===== config.mk =====
export PLATFORM = sky130hd
export DESIGN_NAME = decode_stage
export DESIGN_NICKNAME = d
export VERILOG_FILES = /design/src/rtl/cpu_pkg.sv /design/src/rtl/inst_queue.sv /design/src/rtl/decode_stage.sv
export SDC_FILE = /design/constraint.sdc
export NUM_CORES = 1
export LEC_CHECK = 0
export ABC_AREA = 1
export CORE_MARGIN = 1.5
export CORE_UTILIZATION = 40
export CTS_CLUSTER_SIZE = 20
export DETAILED_ROUTE_END_ITERATION = 12
export PLACE_DENSITY = 0.73
export SLEW_MARGIN = 20
export SYNTH_ARGS = -nofsm -noshare
export SYNTH_HDL_FRONTEND = slang
export SYNTH_SLANG_ARGS = --single-unit
export TNS_END_PERCENT = 5

===== constraint.sdc =====
create_clock -name clk_i -period 8 [get_ports clk_i]
set_input_delay 1.2 -clock clk_i [delete_from_list [all_inputs] [get_ports clk_i]]
set_output_delay 1.2 -clock clk_i [all_outputs]
set_load 0.02 [all_outputs]

===== src/rtl/cpu_pkg.sv =====
// cpu_pkg: shared types for the decode stage.
// Request FSM states, instruction field positions, decoded bundle.
package cpu_pkg;

    typedef enum logic [1:0] {
        IDLE = 2'd0,
        ACK  = 2'd1,
        WAIT = 2'd2
    } req_state_t;

    localparam int OPC_LSB = 0;
    localparam int OPC_MSB = 6;
    localparam int RD_LSB  = 7;
    localparam int RD_MSB  = 11;
    localparam int F3_LSB  = 12;
    localparam int F3_MSB  = 14;
    localparam int RS1_LSB = 15;
    localparam int RS1_MSB = 19;
    localparam int RS2_LSB = 20;
    localparam int RS2_MSB = 24;
    localparam int IMM_LSB = 20;
    localparam int IMM_MSB = 31;

    typedef struct packed {
        logic [6:0]  opcode;
        logic [4:0]  rd;
        logic [2:0]  funct3;
        logic [4:0]  rs1;
        logic [4:0]  rs2;
        logic [31:0] imm;
        logic [31:0] raw;
    } dec_inst_t;

    function automatic dec_inst_t decode_fields(input logic [31:0] w);
        dec_inst_t d;
        d.opcode = w[OPC_MSB:OPC_LSB];
        d.rd     = w[RD_MSB:RD_LSB];
        d.funct3 = w[F3_MSB:F3_LSB];
        d.rs1    = w[RS1_MSB:RS1_LSB];
        d.rs2    = w[RS2_MSB:RS2_LSB];
        d.imm    = {{20{w[IMM_MSB]}}, w[IMM_MSB:IMM_LSB]};
        d.raw    = w;
        return d;
    endfunction

endpackage


===== src/rtl/inst_queue.sv =====
// inst_queue: circular instruction FIFO with rd/wr pointers and a count.
// Ports: push_i/data_i in, pop_i/data_o out, flush_i, count_o/full_o/empty_o.
module inst_queue
    import cpu_pkg::*;
#(
    parameter int QDEPTH = 2,
    parameter int WIDTH  = 32
) (
    input  logic                        clk_i,
    input  logic                        reset_ni,
    input  logic                        flush_i,
    input  logic                        push_i,
    input  logic [WIDTH-1:0]            data_i,
    input  logic                        pop_i,
    output logic [WIDTH-1:0]            data_o,
    output logic [$clog2(QDEPTH+1)-1:0] count_o,
    output logic                        full_o,
    output logic                        empty_o
);

    localparam int PW = $clog2(QDEPTH);
    localparam int CW = $clog2(QDEPTH+1);

    logic [WIDTH-1:0] r_mem [QDEPTH];
    logic [PW-1:0]    r_wr;
    logic [PW-1:0]    r_rd;
    logic [CW-1:0]    r_count;
    logic             w_push;
    logic             w_pop;

    assign full_o  = (int'(r_count) == QDEPTH);
    assign empty_o = (r_count == '0);
    assign count_o = r_count;
    assign data_o  = r_mem[r_rd];

    assign w_push = push_i && !full_o && !flush_i;
    assign w_pop  = pop_i && !empty_o && !flush_i;

    always_ff @(posedge clk_i) begin
        if (w_push) begin
            r_mem[r_wr] <= data_i;
        end
    end

    // Power-of-two depth, so pointer wrap is plain overflow.
    always_ff @(posedge clk_i or negedge reset_ni) begin
        if (!reset_ni) begin
            r_wr    <= '0;
            r_rd    <= '0;
            r_count <= '0;
        end else if (flush_i) begin
            r_wr    <= '0;
            r_rd    <= '0;
            r_count <= '0;
        end else begin
            if (w_push) begin
                r_wr <= r_wr + PW'(1);
            end
            if (w_pop) begin
                r_rd <= r_rd + PW'(1);
            end
            if (w_push && !w_pop) begin
                r_count <= r_count + CW'(1);
            end else if (w_pop && !w_push) begin
                r_count <= r_count - CW'(1);
            end
        end
    end

    a_no_overflow: assert property (
        @(posedge clk_i) disable iff (!reset_ni)
        !(push_i && full_o)
    );

endmodule


===== src/rtl/decode_stage.sv =====
// decode_stage: fetch request FSM, 2-entry queue, decoded output register.
// Ports: fetch_* handshake, flush_i, dec_* valid/ready + fields, q_count_o.
module decode_stage
    import cpu_pkg::*;
#(
    parameter int QDEPTH     = 2,
    parameter int INST_WIDTH = 32
) (
    input  logic                        clk_i,
    input  logic                        reset_ni,
    input  logic [INST_WIDTH-1:0]       fetch_inst_i,
    input  logic                        fetch_ready_i,
    output logic                        fetch_consume_o,
    input  logic                        flush_i,
    output logic                        dec_valid_o,
    input  logic                        dec_ready_i,
    output logic [6:0]                  dec_opcode_o,
    output logic [4:0]                  dec_rd_o,
    output logic [2:0]                  dec_funct3_o,
    output logic [4:0]                  dec_rs1_o,
    output logic [4:0]                  dec_rs2_o,
    output logic [31:0]                 dec_imm_o,
    output logic [INST_WIDTH-1:0]       dec_raw_o,
    output logic [$clog2(QDEPTH+1)-1:0] q_count_o
);

    localparam int CW = $clog2(QDEPTH+1);

    req_state_t            r_state;
    logic                  r_drop;
    logic                  r_valid;
    logic [INST_WIDTH-1:0] r_raw;

    logic [INST_WIDTH-1:0] w_head;
    logic [CW-1:0]         w_cnt;
    logic                  w_full;
    logic                  w_empty;
    logic                  w_inflight;
    logic                  w_can_req;
    logic                  w_req;
    logic                  w_capture;
    logic                  w_push;
    logic                  w_load;
    dec_inst_t             w_dec;

    assign w_inflight = (r_state != IDLE);
    assign w_can_req  = !w_full &&
                        ((int'(w_cnt) + int'(w_inflight)) < QDEPTH);
    assign w_req      = (r_state == IDLE) && w_can_req && !flush_i;
    assign w_capture  = (r_state == WAIT) && fetch_ready_i;
    assign w_push     = w_capture && !r_drop && !flush_i;
    assign w_load     = (!r_valid || dec_ready_i) && !w_empty && !flush_i;

    // Gated so the pulse is also low while reset is held.
    assign fetch_consume_o = w_req && reset_ni;

    inst_queue #(
        .QDEPTH (QDEPTH),
        .WIDTH  (INST_WIDTH)
    ) u_queue (
        .clk_i    (clk_i),
        .reset_ni (reset_ni),
        .flush_i  (flush_i),
        .push_i   (w_push),
        .data_i   (fetch_inst_i),
        .pop_i    (w_load),
        .data_o   (w_head),
        .count_o  (w_cnt),
        .full_o   (w_full),
        .empty_o  (w_empty)
    );

    // ACK exists because fetch_ready_i may still show the previous word.
    // A flush while a request is outstanding arms r_drop so that the
    // pending word is swallowed on arrival.
    always_ff @(posedge clk_i or negedge reset_ni) begin
        if (!reset_ni) begin
            r_state <= IDLE;
            r_drop  <= 1'b0;
        end else begin
            unique case (r_state)
                IDLE: begin
                    if (w_req) begin
                        r_state <= ACK;
                    end
                end
                ACK: begin
                    r_state <= WAIT;
                    if (flush_i) begin
                        r_drop <= 1'b1;
                    end
                end
                WAIT: begin
                    if (fetch_ready_i) begin
                        r_state <= IDLE;
                        r_drop  <= 1'b0;
                    end else if (flush_i) begin
                        r_drop <= 1'b1;
                    end
                end
                default: begin
                    r_state <= IDLE;
                    r_drop  <= 1'b0;
                end
            endcase
        end
    end

    always_ff @(posedge clk_i or negedge reset_ni) begin
        if (!reset_ni) begin
            r_valid <= 1'b0;
            r_raw   <= '0;
        end else if (flush_i) begin
            r_valid <= 1'b0;
        end else if (!r_valid || dec_ready_i) begin
            r_valid <= !w_empty;
            if (w_load) begin
                r_raw <= w_head;
            end
        end
    end

    assign w_dec = decode_fields(r_raw);

    assign dec_valid_o  = r_valid;
    assign dec_opcode_o = w_dec.opcode;
    assign dec_rd_o     = w_dec.rd;
    assign dec_funct3_o = w_dec.funct3;
    assign dec_rs1_o    = w_dec.rs1;
    assign dec_rs2_o    = w_dec.rs2;
    assign dec_imm_o    = w_dec.imm;
    assign dec_raw_o    = r_raw;
    assign q_count_o    = w_cnt;

endmodule


# After elaboration in Yosys (flattened, before gate mapping)
# Memories as Yosys holds them, arrays and structs flattened. A register that Yosys moved wholly into a read port is not among the register bits.
# Cells that the tools add are included.
[totals]
reg_bits = 8
ram_bits = 64
input_bits = 37
output_inout_bits = 93
wordCells = 69
memories = 1
[classes]
n_addsub = 5
order_cmp = 1
n_eq_ne = 5
n_mux = 17
bitwise = 1
n_reduce_logical = 33
[mem_list]
columns = ["memory", "words", "word_bits", "rd", "rd_ports_with_merged_regs", "wr", "line", "text"]
rows = [
  ["u_queue.r_mem", 2, 32, 1, 1, 1, "inst_queue.sv:24", "logic [WIDTH-1:0] r_mem [QDEPTH];"],
]
[ops]
columns = ["cell", "n"]
rows = [
  ["logical AND 1 bit", 15],
  ["2-to-1 mux 1 bit", 10],
  ["2-to-1 mux 2 bit", 5],
  ["logical NOT 1 bit", 8],
  ["nonzero test 2 bit", 4],
  ["one-hot mux 2 bit (3 select lines)", 1],
  ["== test 2 bit, second input constant", 2],
  ["logical NOT 2 bit", 2],
  ["inequality test 2 bit, second input constant", 2],
  ["adder 2 x 1 -> 3 bit", 1],
  ["less-than comparator 3 x 2 -> 1 bit, second input constant", 1],
  ["one-hot mux 1 bit (3 select lines)", 1],
  ["AND reduction 3 bit", 1],
  ["nonzero test 3 bit", 1],
  ["adder 1 bit, second input constant", 2],
  ["adder 2 x 1 -> 2 bit, second input constant", 1],
  ["== test 2 x 1 -> 1 bit, second input constant", 1],
  ["AND reduction 2 bit", 1],
  ["subtractor 2 x 1 -> 2 bit, second input constant", 1],
  ["logical OR 1 bit", 1],
  ["inverter 1 bit", 1],
]

# Depth between registers and ports, before layout
[depth]
ltp_word = 11
ltp_mapped = 9
mapped_depth_nobuf = 9

# Hierarchy
# A second synthesis with hierarchy kept.
[hier_totals]
cells_unflattened = 439
hier_area_um2 = 4575.6
[by_module_without_submodules]
columns = ["mod", "instances", "cells_per_inst", "area_per_inst_um2", "seq_area_each_um2"]
rows = [
  ["inst_queue", 1, 209, 2578.7, 2021.9],
  ["decode_stage", 1, 230, 1996.9, 900.9],
]

# Worst setup path after synthesis
# OpenSTA, ideal clock, no wires.
[synth_path]
path_kind = "input-to-reg"
from = "input flush_i"
to = "memory u_queue.r_mem[1][0], enable pin"
setup_ps = 423
t_arrival_ps = 2902
required_time_ps = 7577
slack_ps = 4675
path_stages = 3
n_path_buf = 0
path_cell_list = "nor2_1 nand3_1 nor2_1"
[synth_via]
elab_chain_cells = 6
[synth_lines]
columns = ["element", "line", "text"]
rows = [
  ["start, declared", "decode_stage.sv:14", "input logic flush_i,"],
  ["logical NOT 1 bit (*)", "inst_queue.sv:36, decode_stage.sv:51", ""],
  ["logical AND 1 bit", "decode_stage.sv:51", "assign w_push = w_capture && !r_drop && !flush_i;"],
  ["logical AND 1 bit", "inst_queue.sv:36", "assign w_push = push_i && !full_o && !flush_i;"],
  ["logical AND 1 bit (*)", "inst_queue.sv:36", ""],
  ["2-to-1 mux 1 bit (*)", "inst_queue.sv:40", "if (w_push) begin"],
  ["2-to-1 mux 1 bit (not written as such) (*)", "inst_queue.sv:41", "r_mem[r_wr] <= data_i;"],
  ["end, declared", "inst_queue.sv:24", ""],
]
# Mark *: on every way between the ends. The rest lies on a longest branch, timed or not.

# Final worst setup path
[layout_path]
from = "input flush_i"
to = "output fetch_consume_o"
[layout_via]
elab_chain_cells = 3
[layout_lines]
columns = ["element", "line", "text"]
rows = [
  ["logical NOT 1 bit", "decode_stage.sv:49", "assign w_req = (r_state == IDLE) && w_can_req && !flush_i;"],
  ["logical AND 1 bit", "decode_stage.sv:49", ""],
  ["logical AND 1 bit", "decode_stage.sv:55", "assign fetch_consume_o = w_req && reset_ni;"],
  ["end, declared", "decode_stage.sv:13", "output logic fetch_consume_o,"],
]
# Every way passes these cells.

==> metrics.md <==
| Metric | Value |
|---|---|
| Synthesized instance count | `357` |
| CTS Buffer Depth | `2` |
| Cell Area, Synth | `4450 sq um` |
| Die Width | `roughly 110 um` |
| Final min period | `slightly below 4 ns` |
| Top post-synthesis cells by area | `edfxtp_1, dfrtp_1, buf_4` |
| Number of global-route vias before repair | `2641` |
| HPWL after detailed placement | `5250 um` |
| Fraction of final layout cells sized beyond drive strength 1 | `12.8%` |
| Fmax | `251 MHz` |
| First-pass GRT wire length | `between 10000 and 15000 um` |
| P_int | `1.37 mW` |
| Core area | `10800 sq um` |
| GRT overflow | `0` |
| Final Hold Vio Count | `0` |
| Global Route Usage Sum | `14.7%` |
| Initial Util | `41.0%` |
| Max Slew Vio Count | `0` |
| Clock Latency Late Sink | `0.35 ns` |
| Clk pwr share | `16.0%` |
| Status | `complete, no violations` |
| Largest net degree at the start of global routing | `42` |
| Num rows | `38` |
| Worst R2R Start | `r_state[0]` |
| Combinational Power Share | `a little under half` |
| DRC errors left | `0` |
| Synth Area per Inst | `between 10 and 15 sq um` |
| Synth Area in Simple Gates | `~12%` |
| Area share of fa/ha/maj cells after synthesis | `0.844%` |
| Total number of vias | `2589` |
| CP max FO | `7` |
| Compound-cell area share of the yosys netlist | `1.15%` |
| Yosys warnings | `0` |
| Clock tree root buffer cell | `clkbuf_8` |
| Final setup viols | `0` |
| Area growth syn-to-layout | `26.9%` |
| Reg-to-reg endpoint | `u_queue.r_mem[1][25]` |
| TritonCTS buffer count | `9` |
| DIE AREA | `11800 sq um` |
| Number of I/O pins | `130` |
| Clock Skew | `0.0108 ns` |
| Die height | `108 um` |
| Sequential area share after synthesis | `65.7%` |
| Number of synthesized register bits | `between 100 and 150` |
| Post-CTS setup buffers | `0` |
| Most common cell after layout, fill and taps aside | `clkdlybuf4s50_1` |
| H-tree levels | `3` |
| Clk pin slew, worst setup/hold paths | `0.09 ns` |
| Multiplexer share of the synthesized area | `8.10%` |
| Worst setup path category | `in -> out` |
| TNS Setup | `0 ns` |
| Area leader, netlist | `edfxtp_1` |
| CTS Hold Bufs | `0` |
| ANT cells | `0` |
| Met1 Use GR | `approximately 17%` |
| Cts repair resizes | `0` |
| Final ANT Viol Nets | `0` |
| Placed Area | `5420 sq um` |
| Via density | `4.49` |
| Most used routing layer in global routing | `met2` |
| Post-synth net total | `397` |
| Type of the tightest min-delay check | `reg -> reg` |
| Static Leak | `between 2 and 2.5 nW` |
| CP required | `6.80 ns` |
| CP arrival | `2.78 ns` |
| Initial antenna violation count | `0` |
| Worst setup endpoint | `fetch_consume_o` |
| Commonest non-fill, non-tap cells in the layout | `clkdlybuf4s50_1, nand2_1, edfxtp_1, dfrtp_1, mux2_2` |
| GPL Wtd Cong | `between 0.7 and 0.8` |
| Power per cell area | `389 nW/um^2` |
| Area share of the largest cell type after synthesis | `43.2%` |
| Unique cell type count in the Yosys netlist | `22` |
| Largest family of logic cells by synthesized area | `buffers and inverters` |
| Met3 Use GR | `between 2 and 3%` |
| Final worst-path cycle share | `49.7%` |
| Final Cell Area | `5650 sq um` |
| Register-to-register setup slack | `5.74 ns` |
| Avg WL per Cell | `14.4 um` |
| TritonRoute pass-1 iters | `4` |
| Critical path origin | `flush_i` |
| Clock sinks | `104` |
| Switching share of power | `a little under two fifths` |
| Nets | `471` |
| Startpoint Class | `primary input` |
| Unrepaired setup endpoints after global routing | `false` |
| Worst slew pin tran | `1.00 ns` |
| Worst-case hold slack | `around 0.5 ns` |
| NetSw | `827 uW` |
| Met2 Use GR | `a little over a quarter` |
| CP endpoint kind | `output pin` |
| Max-cap violations | `0` |
| Synth Area in XOR/XNOR | `0.197%` |
| Post-route core utilization | `52.1%` |
| Final wirelength | `8310 um` |
| IO Port Bufs | `129` |
| Peak VDD IR | `0.000225 V` |
| Worst R2R Path Depth | `6` |
| Initial drt markers | `approximately 100` |
| CTS tree | `done` |
| Slew margin rel. | `33.1%` |
| Sequential power share | `37.1%` |
==> worst max-delay path: stages <==
cell,delay (ns)
clkdlybuf4s50_1,0.51
nor3_1,0.29
and2_1,0.17
clkdlybuf4s50_1,0.60
==> cells by family after synthesis <==
kind of cell | Yosys count
buffers and inverters | 78
AND/OR/NAND/NOR | 130
AO/OA/AOI/OAI | 9
XOR/XNOR | 1
adder cells (fa/ha/maj) | 3
flip-flops | 104
multiplexers | 32
==> stage by stage <==
stage	cells	setup WS, ns	power, mW
3_3_place_gp	560	4.10	1.85
3_5_place_dp	560	4.03	1.87
2_1_floorplan	357	4.68	1.55
4_1_cts	576	4.03	2.23
6_report	576	4.02	2.20
5_1_grt	576	3.93	2.33
==> layer usage <==
metal	vias up	share of wire, %
met4	0	1.7
li1	1267	-
met3	10	3.5
met2	61	54
met5	-	0
met1	1251	41
==> synth_stat cells <==
| cell type | instances |
|---|---|
| buf_4 | 58 |
| xnor2_1 | 1 |
| nor3_1 | 1 |
| and2_1 | 1 |
| mux2_2 | 32 |
| inv_1 | 9 |
| inv_2 | 1 |
| a22o_1 | 1 |
| edfxtp_1 | 64 |
| dfrtp_1 | 40 |
| a21oi_1 | 3 |
| buf_6 | 5 |
| buf_2 | 4 |
| o21ai_0 | 4 |
| inv_4 | 1 |
| o31ai_1 | 1 |
| nand3_1 | 4 |
| ha_1 | 3 |
| nand3_4 | 1 |
| nand2_2 | 1 |
| nand2_1 | 115 |
| nor2_1 | 7 |
==> final cells by class <==
class | count | area (sq um)
Inverter | 11 | 43.8
Timing Repair Buffer | 130 | 1290
Clock inverter | 3 | 43.8
Fill cell | 961 | 5190
Sequential cell | 104 | 2920
Tap cell | 140 | 175
Multi-Input combinational cell | 175 | 986
Clock buffer | 13 | 180
==> worst min path at each step <==
stage,depth (start not counted),start,slack [ns],end
after floorplan,2,r_drop,0.45,r_drop
after global placement,2,r_drop,0.47,r_drop
after detailed placement,2,dec_raw_o[17],0.49,dec_raw_o[17]
after CTS,2,r_drop,0.52,r_drop
after global routing,2,r_drop,0.54,r_drop
final,2,r_drop,0.50,r_drop
==> power by group through the flow <==
stage	Clock (mW)	Combinational, mW	Sequential (mW)
global route	0.385	1.10	0.838
detailed placement	0	1.04	0.832
floorplan	0	0.672	0.876
global placement	0	1.03	0.823
finish	0.351	1.03	0.816
CTS	0.362	1.04	0.822
==> registers in the layout, summed over array words and instances (netlist names) <==
| signal | count |
|---|---|
| u_queue.count_o | 2 |
| dec_raw_o | 32 |
| u_queue.r_wr | 1 |
| dec_valid_o | 1 |
| u_queue.r_rd | 1 |
| u_queue.r_mem | 64 |
| r_drop | 1 |
| r_state | 2 |
(Power assumes the default switching activity.)
